==> config.mk <==
export PLATFORM = sky130hd
export DESIGN_NAME = tl_lamp_guard
export DESIGN_NICKNAME = d
export VERILOG_FILES = /design/src/rtl/tl_pkg.sv /design/src/rtl/tl_flasher.sv /design/src/rtl/tl_lamp_guard.sv
export SDC_FILE = /design/constraint.sdc
export NUM_CORES = 1
export LEC_CHECK = 0
export BUFFER_PORTS_ARGS = -buffer_cell sky130_fd_sc_hd__buf_2
export CELL_PAD_IN_SITES_DETAIL_PLACEMENT = 1
export CELL_PAD_IN_SITES_GLOBAL_PLACEMENT = 2
export CORE_MARGIN = 5
export CORE_UTILIZATION = 30
export DETAILED_ROUTE_END_ITERATION = 6
export PLACE_DENSITY_LB_ADDON = 0.1
export SLEW_MARGIN = 15
export SYNTH_ARGS = -nofsm -noshare
export SYNTH_HDL_FRONTEND = slang
export SYNTH_HIERARCHICAL = 1
export SYNTH_SLANG_ARGS = --single-unit
==> constraint.sdc <==
create_clock -name clk -period 4.85 [get_ports clk]
set_input_delay 0.2425 -clock clk [delete_from_list [all_inputs] [get_ports clk]]
set_output_delay 0.2425 -clock clk [all_outputs]
set_load 0.1 [all_outputs]
==> src/rtl/tl_pkg.sv <==
// Shared encodings for the traffic-light lamp guard: lamp one-hot codes, FSM states, fault codes.
// Latency: n/a (declarations and one pure function only).
// Backpressure: n/a.
package tl_pkg;

    // Lamp encodings, bit order {red, green, yellow}
    localparam logic [2:0] LAMP_DARK = 3'b000;
    localparam logic [2:0] LAMP_R    = 3'b100;
    localparam logic [2:0] LAMP_G    = 3'b010;
    localparam logic [2:0] LAMP_Y    = 3'b001;

    typedef enum logic [1:0] {
        ST_INIT  = 2'd0,
        ST_PASS  = 2'd1,
        ST_FAULT = 2'd2
    } state_t;

    localparam logic [1:0] FC_NONE  = 2'd0;
    localparam logic [1:0] FC_MULTI = 2'd1;
    localparam logic [1:0] FC_SEQ   = 2'd2;
    localparam logic [1:0] FC_DARK  = 2'd3;

    // Legal successor in the R->G->Y->R cycle; anything else has no successor.
    function automatic logic [2:0] next_lamp(input logic [2:0] last_lamp);
        case (last_lamp)
            LAMP_R:  next_lamp = LAMP_G;
            LAMP_G:  next_lamp = LAMP_Y;
            LAMP_Y:  next_lamp = LAMP_R;
            default: next_lamp = LAMP_DARK;
        endcase
    endfunction

endpackage

==> src/rtl/tl_flasher.sv <==
// Restartable square-wave generator: out high FLASH_HALF cycles, low FLASH_HALF cycles.
// Latency: restart takes effect on the next edge (out=1, count from 0).
// Backpressure: none; en simply freezes the phase when low.
// Ports: clk, rst_n (async active-low), restart (phase to 1, count to 0),
//        en (advance one cycle), out (current registered phase).
module tl_flasher #(
    parameter int FLASH_HALF = 4,
    parameter int CNT_W      = 8
) (
    input  logic clk,
    input  logic rst_n,
    input  logic restart,
    input  logic en,
    output logic out
);

    logic [CNT_W-1:0] cnt;
    logic             phase;

    always_ff @(posedge clk or negedge rst_n) begin
        if (!rst_n) begin
            cnt   <= '0;
            phase <= 1'b1;
        end else if (restart) begin
            cnt   <= '0;
            phase <= 1'b1;
        end else if (en) begin
            if (cnt == CNT_W'(FLASH_HALF - 1)) begin
                cnt   <= '0;
                phase <= ~phase;
            end else begin
                cnt <= cnt + 1'b1;
            end
        end
    end

    assign out = phase;

endmodule

==> src/rtl/tl_lamp_guard.sv <==
// Fail-safe checker between light controller and lamp drivers; faults force flashing red.
// Latency: 2 cycles input-to-lamp (input register, then checked output register).
// Backpressure: none; one sample accepted every cycle, fault held until fault_clr.
// Ports: clk, rst_n (async active-low); red_in/green_in/yellow_in requests; fault_clr pulse;
//        lamp_red/lamp_green/lamp_yellow drives; fault flag; fault_code (first fault latched).
module tl_lamp_guard
    import tl_pkg::*;
#(
    parameter int MIN_DWELL  = 2,
    parameter int DARK_MAX   = 3,
    parameter int FLASH_HALF = 4,
    parameter int CNT_W      = 8
) (
    input  logic       clk,
    input  logic       rst_n,
    input  logic       red_in,
    input  logic       green_in,
    input  logic       yellow_in,
    input  logic       fault_clr,
    output logic       lamp_red,
    output logic       lamp_green,
    output logic       lamp_yellow,
    output logic       fault,
    output logic [1:0] fault_code
);

    state_t           state, state_nxt;
    logic [2:0]       in_q;
    logic [2:0]       last_lamp, last_nxt;
    logic [CNT_W-1:0] dwell, dwell_nxt, dwell_inc;
    logic [CNT_W-1:0] dark, dark_nxt, dark_inc;
    logic [2:0]       lamps_q, lamps_nxt;
    logic [1:0]       code_q, code_nxt;
    logic             is_single, is_multi;
    logic             flash_restart, flash_out;

    // Stage 1: raw request sample
    always_ff @(posedge clk or negedge rst_n) begin
        if (!rst_n) in_q <= LAMP_DARK;
        else        in_q <= {red_in, green_in, yellow_in};
    end

    assign is_single = (in_q == LAMP_R) || (in_q == LAMP_G) || (in_q == LAMP_Y);
    assign is_multi  = !is_single && (in_q != LAMP_DARK);
    // Dwell saturates so a long-held lamp never wraps back below MIN_DWELL.
    assign dwell_inc = (dwell >= CNT_W'(MIN_DWELL)) ? dwell : dwell + 1'b1;
    assign dark_inc  = dark + 1'b1;

    always_comb begin
        state_nxt = state;
        last_nxt  = last_lamp;
        dwell_nxt = dwell;
        dark_nxt  = dark;
        lamps_nxt = lamps_q;
        code_nxt  = code_q;
        case (state)
            ST_INIT: begin
                lamps_nxt = LAMP_R;
                if (is_multi) begin
                    state_nxt = ST_FAULT;
                    code_nxt  = FC_MULTI;
                end else if (in_q == LAMP_R) begin
                    state_nxt = ST_PASS;
                    last_nxt  = LAMP_R;
                    dwell_nxt = CNT_W'(1);
                    dark_nxt  = '0;
                end
            end
            ST_PASS: begin
                if (is_multi) begin
                    state_nxt = ST_FAULT;
                    code_nxt  = FC_MULTI;
                end else if (in_q == LAMP_DARK) begin
                    dwell_nxt = dwell_inc;
                    dark_nxt  = dark_inc;
                    if (dark_inc > CNT_W'(DARK_MAX)) begin
                        state_nxt = ST_FAULT;
                        code_nxt  = FC_DARK;
                    end else begin
                        lamps_nxt = last_lamp;
                    end
                end else if (in_q == last_lamp) begin
                    lamps_nxt = in_q;
                    dwell_nxt = dwell_inc;
                    dark_nxt  = '0;
                end else if ((in_q == next_lamp(last_lamp)) &&
                             (dwell >= CNT_W'(MIN_DWELL))) begin
                    lamps_nxt = in_q;
                    last_nxt  = in_q;
                    dwell_nxt = CNT_W'(1);
                    dark_nxt  = '0;
                end else begin
                    state_nxt = ST_FAULT;
                    code_nxt  = FC_SEQ;
                end
            end
            ST_FAULT: begin
                // Violations are ignored here; only fault_clr leaves.
                if (fault_clr) begin
                    state_nxt = ST_INIT;
                    code_nxt  = FC_NONE;
                    last_nxt  = LAMP_DARK;
                    dwell_nxt = '0;
                    dark_nxt  = '0;
                    lamps_nxt = LAMP_R;
                end
            end
            default: begin
                state_nxt = ST_INIT;
                lamps_nxt = LAMP_R;
            end
        endcase
        // Green/yellow are dark for the whole fault; red comes from the flasher.
        if (state_nxt == ST_FAULT) lamps_nxt = LAMP_R;
    end

    assign flash_restart = (state != ST_FAULT) && (state_nxt == ST_FAULT);

    always_ff @(posedge clk or negedge rst_n) begin
        if (!rst_n) begin
            state     <= ST_INIT;
            last_lamp <= LAMP_DARK;
            dwell     <= '0;
            dark      <= '0;
            lamps_q   <= LAMP_R;
            code_q    <= FC_NONE;
        end else begin
            state     <= state_nxt;
            last_lamp <= last_nxt;
            dwell     <= dwell_nxt;
            dark      <= dark_nxt;
            lamps_q   <= lamps_nxt;
            code_q    <= code_nxt;
        end
    end

    tl_flasher #(
        .FLASH_HALF (FLASH_HALF),
        .CNT_W      (CNT_W)
    ) u_flasher (
        .clk     (clk),
        .rst_n   (rst_n),
        .restart (flash_restart),
        .en      (state == ST_FAULT),
        .out     (flash_out)
    );

    // Both mux inputs and the select are flops, so red stays a registered drive.
    assign lamp_red    = (state == ST_FAULT) ? flash_out : lamps_q[2];
    assign lamp_green  = lamps_q[1];
    assign lamp_yellow = lamps_q[0];
    assign fault       = (state == ST_FAULT);
    assign fault_code  = code_q;

endmodule
Word level (Yosys, flattened, before mapping)
Cells that the tools add are included.
Storage, ports and cells
  bits in registers: 38
  input port bits: 6
  output and inout port bits: 6
  logic and storage cells: 121
Cells by class
  add/sub/neg operators: 3
  $lt $le $gt $ge: 2
  equal/unequal tests: 29
  muxes and demuxes: 60
  bitwise gates (word level): 1
  reductions and logical operators: 17
Operators with widths (count)
  two-way mux 8 bit: 17
  two-way mux 3 bit: 17
  one-hot mux 8 bit (3 select lines): 2
  two-way mux 2 bit: 15
  adder 8 x 1 -> 8 bit (second input constant): 3
  inequality test 4 bit (second input constant): 5
  inequality test 2 bit (second input constant): 9
  one-hot mux 3 bit (3 select lines): 2
  one-hot mux 2 bit (3 select lines): 2
  AND reduction 6 bit: 2
  == test 8 x 2 -> 1 bit (second input constant): 1
  >= comparator 8 x 2 -> 1 bit (second input constant): 1
  greater-than comparator 8 x 2 -> 1 bit (second input constant): 1
  AND reduction 8 bit: 1
  == test 3 x 1 -> 1 bit (second input constant): 2
  == test 3 x 2 -> 1 bit (second input constant): 2
  == test 3 bit: 2
  == test 3 bit (second input constant): 2
  one-hot mux 3 bit (2 select lines): 1
  nonzero test 3 bit: 2
  inequality test 5 bit (second input constant): 1
  == test 2 bit (second input constant): 2
  two-way mux 1 bit: 4
  AND reduction 4 bit: 1
  11 further kinds: 15

Logic depth before layout (Yosys ltp)
  word-level depth: 18
  gate-level depth with buffers: 12
  mapped depth without buffers: 11

Cells and area by module
Netlist, hierarchy kept.
Modules (own cells, without submodules)
  tl_lamp_guard: instances 1, cells an instance 218, area each 1996.9 um2, sequential area each 726.9 um2
  tl_flasher: instances 1, cells an instance 50, area each 491.7 um2, sequential area each 226.5 um2

Worst setup path after synthesis
OpenSTA, ideal clock, no wires.
  path kind: reg-to-reg
  start: register state[0]
  end: register u_flasher.cnt[7]
  setup time: 0.078 ns
  arrival: 3.643 ns
  data required time: 4.772 ns
  slack: 1.130 ns
  stages on the path, launching flop included: 13
  path buffers: 1
  period minus slack after synthesis: 3.720 ns
  cell sequence: dfrtp_1 inv_1 ha_1 nor2b_1 clkbuf_1 a211oi_1 nor3_1 nand2_1 o31ai_1 nor2b_1 o2111ai_1 or3_1 a21oi_1
On the way
  elaborated cells on any way between the ends: 17
  those cells by class: eq/ne (4); mux (10); reduce/logical (3)
RTL lines
  from (decl): RTL line tl_lamp_guard.sv:27  | state_t state, state_nxt;
  from (signal assigned): RTL line tl_lamp_guard.sv:128  | state <= state_nxt;
  == test 2 bit (*)
  net fault: RTL line tl_lamp_guard.sv:23  | output logic fault,
  one-hot mux 2 bit (3 select lines) (*): RTL line tl_lamp_guard.sv:56  | case (state)
  == test 2 bit (*): RTL line tl_lamp_guard.sv:117  | assign flash_restart = (state != ST_FAULT) && (state_nxt == ST_FAULT);
  logical AND 1 bit (*): RTL line tl_lamp_guard.sv:117
  net flash_restart: RTL line tl_lamp_guard.sv:35  | logic flash_restart, flash_out;
  two-way mux 8 bit / nonzero test 2 bit (equally long branches)
  to (signal assigned): RTL line tl_flasher.sv:32  | cnt <= cnt + 1'b1;
  to (decl): RTL line tl_flasher.sv:17  | logic [CNT_W-1:0] cnt;
The timed path passes the listed nets; every way through them passes the cells marked *.
A chain may end at the register's enable or synchronous reset.

Final worst setup path
  start: register state[0]
  end: register u_flasher.cnt[7]
On the way
  longest elaborated chain between the ends: 8
  elaborated cells on any way between the ends: 17
  those cells by class: eq/ne (4); mux (10); reduce/logical (3)
Ends and longest elaborated chain
  two-way mux 2 bit: RTL line tl_lamp_guard.sv:86  | end else if ((in_q == next_lamp(last_lamp)) &&
  two-way mux 2 bit: RTL line tl_lamp_guard.sv:82  | end else if (in_q == last_lamp) begin
  two-way mux 2 bit: RTL line tl_lamp_guard.sv:73  | end else if (in_q == LAMP_DARK) begin
  two-way mux 2 bit: RTL line tl_lamp_guard.sv:70  | if (is_multi) begin
  one-hot mux 2 bit (3 select lines): RTL line tl_lamp_guard.sv:56
  == test 2 bit: RTL line tl_lamp_guard.sv:117
  logical AND 1 bit (*): RTL line tl_lamp_guard.sv:117
  net flash_restart: RTL line tl_lamp_guard.sv:35
  two-way mux 8 bit / nonzero test 2 bit (equally long branches)
Marked as above.

==> impl_results.md <==
* PwrDens at 473 mW/mm²
* GR Overflow Total at 0
* Unrepaired setup endpoints after global routing: no
* Die area at 0.0102 mm²
* Most frequent cells in the layout: dfrtp_1 (36), a21oi_1 (20), nor2_1 (19), nand2_1 (16)
* Clk_lat worst skew at 0.29 ns
* Clock buffer depth at 2
* Worst EP required at 5.06 ns
* Crit end category: flip-flop
* HPWL after detailed placement at 4360 µm
* CTS tree: built
* First DRT Iteration DRCs at 96
* Clock sink total at 38
* Clock-pin slew on the worst setup and hold paths at 0.08 ns
* Max Freq at 287 MHz
* Final Slew Violations at 0
* First-pass GRT wire length at 10500 µm
* Hold Path Origin: red_in
* Post-Syn Nets at 283
* Hold crit path type: in -> reg
* # IOs at 12
* Final Hold Viols at 0
* Status: completed
* Nets at 290
* Initial core utilization at 30.6%
* Slew @ Worst Pin at 0.894 ns
* Hold buffers post-CTS at 0
* Setup TNS at 0 ns
* Setup bufs post-CTS at 0
* GP Congestion at 0.712
* Final period demand of the worst path at 3.49 ns
* Cell variety after synth at 65
* GRT Util Overall at 12.8%
* Die Y at 101 µm
* Pleak at 1.13 nW
* Detailed-route via count at 1988
* Total power at 1.28 mW
* Final WL at 6150 µm
* Top_reg_cell synth: dfrtp_1
* Core area at 0.00813 mm²
* Largest net degree at the start of global routing at 39
* Most common cell after layout, fill and taps aside: dfrtp_1
* Area delta synth->final at 8.90%
* Endpoint, Worst Hold: in_q[2]
* Reg2Reg Launch Point: state[0]
* First-pass DRT Iterations at 4
* Vias in the first global route at 2022
* Layout cell share with drive strength beyond 1 at 13.8%
* Period utilisation layout at 72.0%
* R2r setup slk at 1.36 ns
* Worst endpoint data arrival time at 3.70 ns
* Top delay family on crit path: simple AND/OR/NAND/NOR gates
* Max stage delay cell, worst path: nor2b_1
* Max FO, Critical Path at 16
* Async S/R FF share, synth at 100%
* Num rows at 33
* Flops & latches, synth at 38
* Reg2reg end: u_flasher/cnt[7]
* FF-to-FF path depth at 13
* Startpoint types: flip-flop
* Port Buf Inserts at 11
* Diodes inserted at 0
* Initial antenna violation count at 0
* VDD IR max at 0.000122 V
* CP bufs+invs at 3
* # resized after CTS at 0
* Syn Inst Count at 268
* Crit path cell chain: inv_1 -> ha_1 -> buf_4 -> nor2b_1 -> a211oi_1 -> nor3_1 -> nand2_1 -> o31ai_1 -> nor2b_1 -> buf_4 -> o2111ai_1 -> or3_1 -> a21oi_1
* YS warnings at 6
* Final setup viols at 0
* Root buf cell: clkbuf_8
* Number of H-tree levels at 2
* Sequential-to-total area share from yosys stat at 38.3%
* Slew margin rel. at 40.4%
* Die X at 101 µm
* Slowest stage delay, CP at 0.49 ns
* Syn avg cell area at 9.29 µm²
* WHS Path Cells at 1
* DRC at 0
* Maxcap violations at 0
* Antenna Nets Post-Route at 0
* DR vias/cell at 5.23
* Clock skew at 0.00629 ns
* CTS Buf Count at 5
* Number of synthesized flops with an enable pin at 0
* Routed wire per std cell at 16.2 µm
* CP Class: reg -> reg
* Post-synthesis instance area at 0.00249 mm²
## stage by stage
step                      instance area, µm²  setup slack, ns  util (%)  std cells  hold slack, ns
after floorplan                         2490             1.13         -        268         -0.0531
after global placement                  2630             1.47      32.3        373           0.352
after detailed placement                2630             1.38      32.3        373           0.353
after CTS                               2710             1.34      33.3        380          0.0430
after global routing                    2710             1.00      33.3        380          0.0343
final                                   2710             1.36      33.3        380          0.0549
## sequential cells by signal, indices dropped and copies added (netlist names)
name	count
dark	8
dwell	8
u_flasher/cnt	8
in_q	3
lamps_q	3
last_lamp	3
fault_code	2
state	2
u_flasher/out	1
## worst max path at each step
stage	from	end	slack, ns	cells past startpoint
3_5_place_dp	state[0]	u_flasher/cnt[7]	1.38	13
4_1_cts	state[0]	u_flasher/cnt[7]	1.34	13
3_3_place_gp	state[0]	u_flasher/cnt[7]	1.47	13
2_1_floorplan	state[0]	u_flasher/cnt[7]	1.13	12
5_1_grt	state[0]	u_flasher/cnt[7]	1.00	13
6_report	state[0]	u_flasher/cnt[7]	1.36	13
## final cells by class
cell class              count  area, µm²
well taps                 105        131
repair buffers             15       85.1
inverters                  11       41.3
fillers                   932       5420
clock buffers               5       68.8
multi-input cells         204       1420
clock inverters             2       10.0
flip-flops and latches     38        953
## worst register-to-register path: stages (launching register included)
cell,delay [ns]
dfrtp_1,0.41
inv_1,0.13
ha_1,0.16
buf_4,0.19
nor2b_1,0.50
a211oi_1,0.10
nor3_1,0.28
nand2_1,0.10
o31ai_1,0.39
nor2b_1,0.20
buf_4,0.16
o2111ai_1,0.24
or3_1,0.41
a21oi_1,0.14
## layer usage
metal	vias to the layer above	global-route usage, %	share of wire, %
li1	1009	-	-
met4	0	4.09	1.3
met5	-	0	0
met2	17	18.8	44
met3	6	2.63	2.1
met1	956	18.8	53
## power by group
group          switching (mW)  total, mW  leakage (nW)  internal, mW
clock                   0.114      0.211        0.0438        0.0967
sequential             0.0701      0.442         0.499         0.372
combinational           0.413      0.628         0.590         0.215
total                   0.598       1.28          1.13         0.684
## synth_stat cells (3+ instances only)
| master | n | area, µm² |
|---|---|---|
| o21ai_1 | 3 | 15.0 |
| a21oi_1 | 20 | 100 |
| o31ai_1 | 11 | 82.6 |
| and2_1 | 4 | 25.0 |
| dfrtp_1 | 36 | 901 |
| nand2_1 | 16 | 60.1 |
| o2111ai_1 | 3 | 26.3 |
| a211oi_1 | 5 | 37.5 |
| nor2b_1 | 11 | 68.8 |
| xor2_1 | 3 | 26.3 |
| nand2b_1 | 6 | 37.5 |
| nor2_1 | 19 | 71.3 |
| clkbuf_1 | 6 | 22.5 |
| nand3_1 | 5 | 25.0 |
| nor3_1 | 3 | 15.0 |
| mux2_2 | 5 | 56.3 |
| inv_1 | 11 | 41.3 |
| o21ai_0 | 11 | 55.1 |
| buf_2 | 8 | 40.0 |
| ha_1 | 9 | 113 |
| or4_1 | 3 | 22.5 |
| xnor2_1 | 5 | 43.8 |
| or3_1 | 6 | 37.5 |
## cells by family after synthesis
logic type	share of synthesized area, %
AND/OR/NAND/NOR	21.9
AO/OA/AOI/OAI	25.2
flip-flops	38.3
buffers and inverters	4.63
adder cells (fa/ha/maj)	4.93
XOR/XNOR	2.82
multiplexers	2.26
Note: power is estimated with default switching activity, not from simulation.
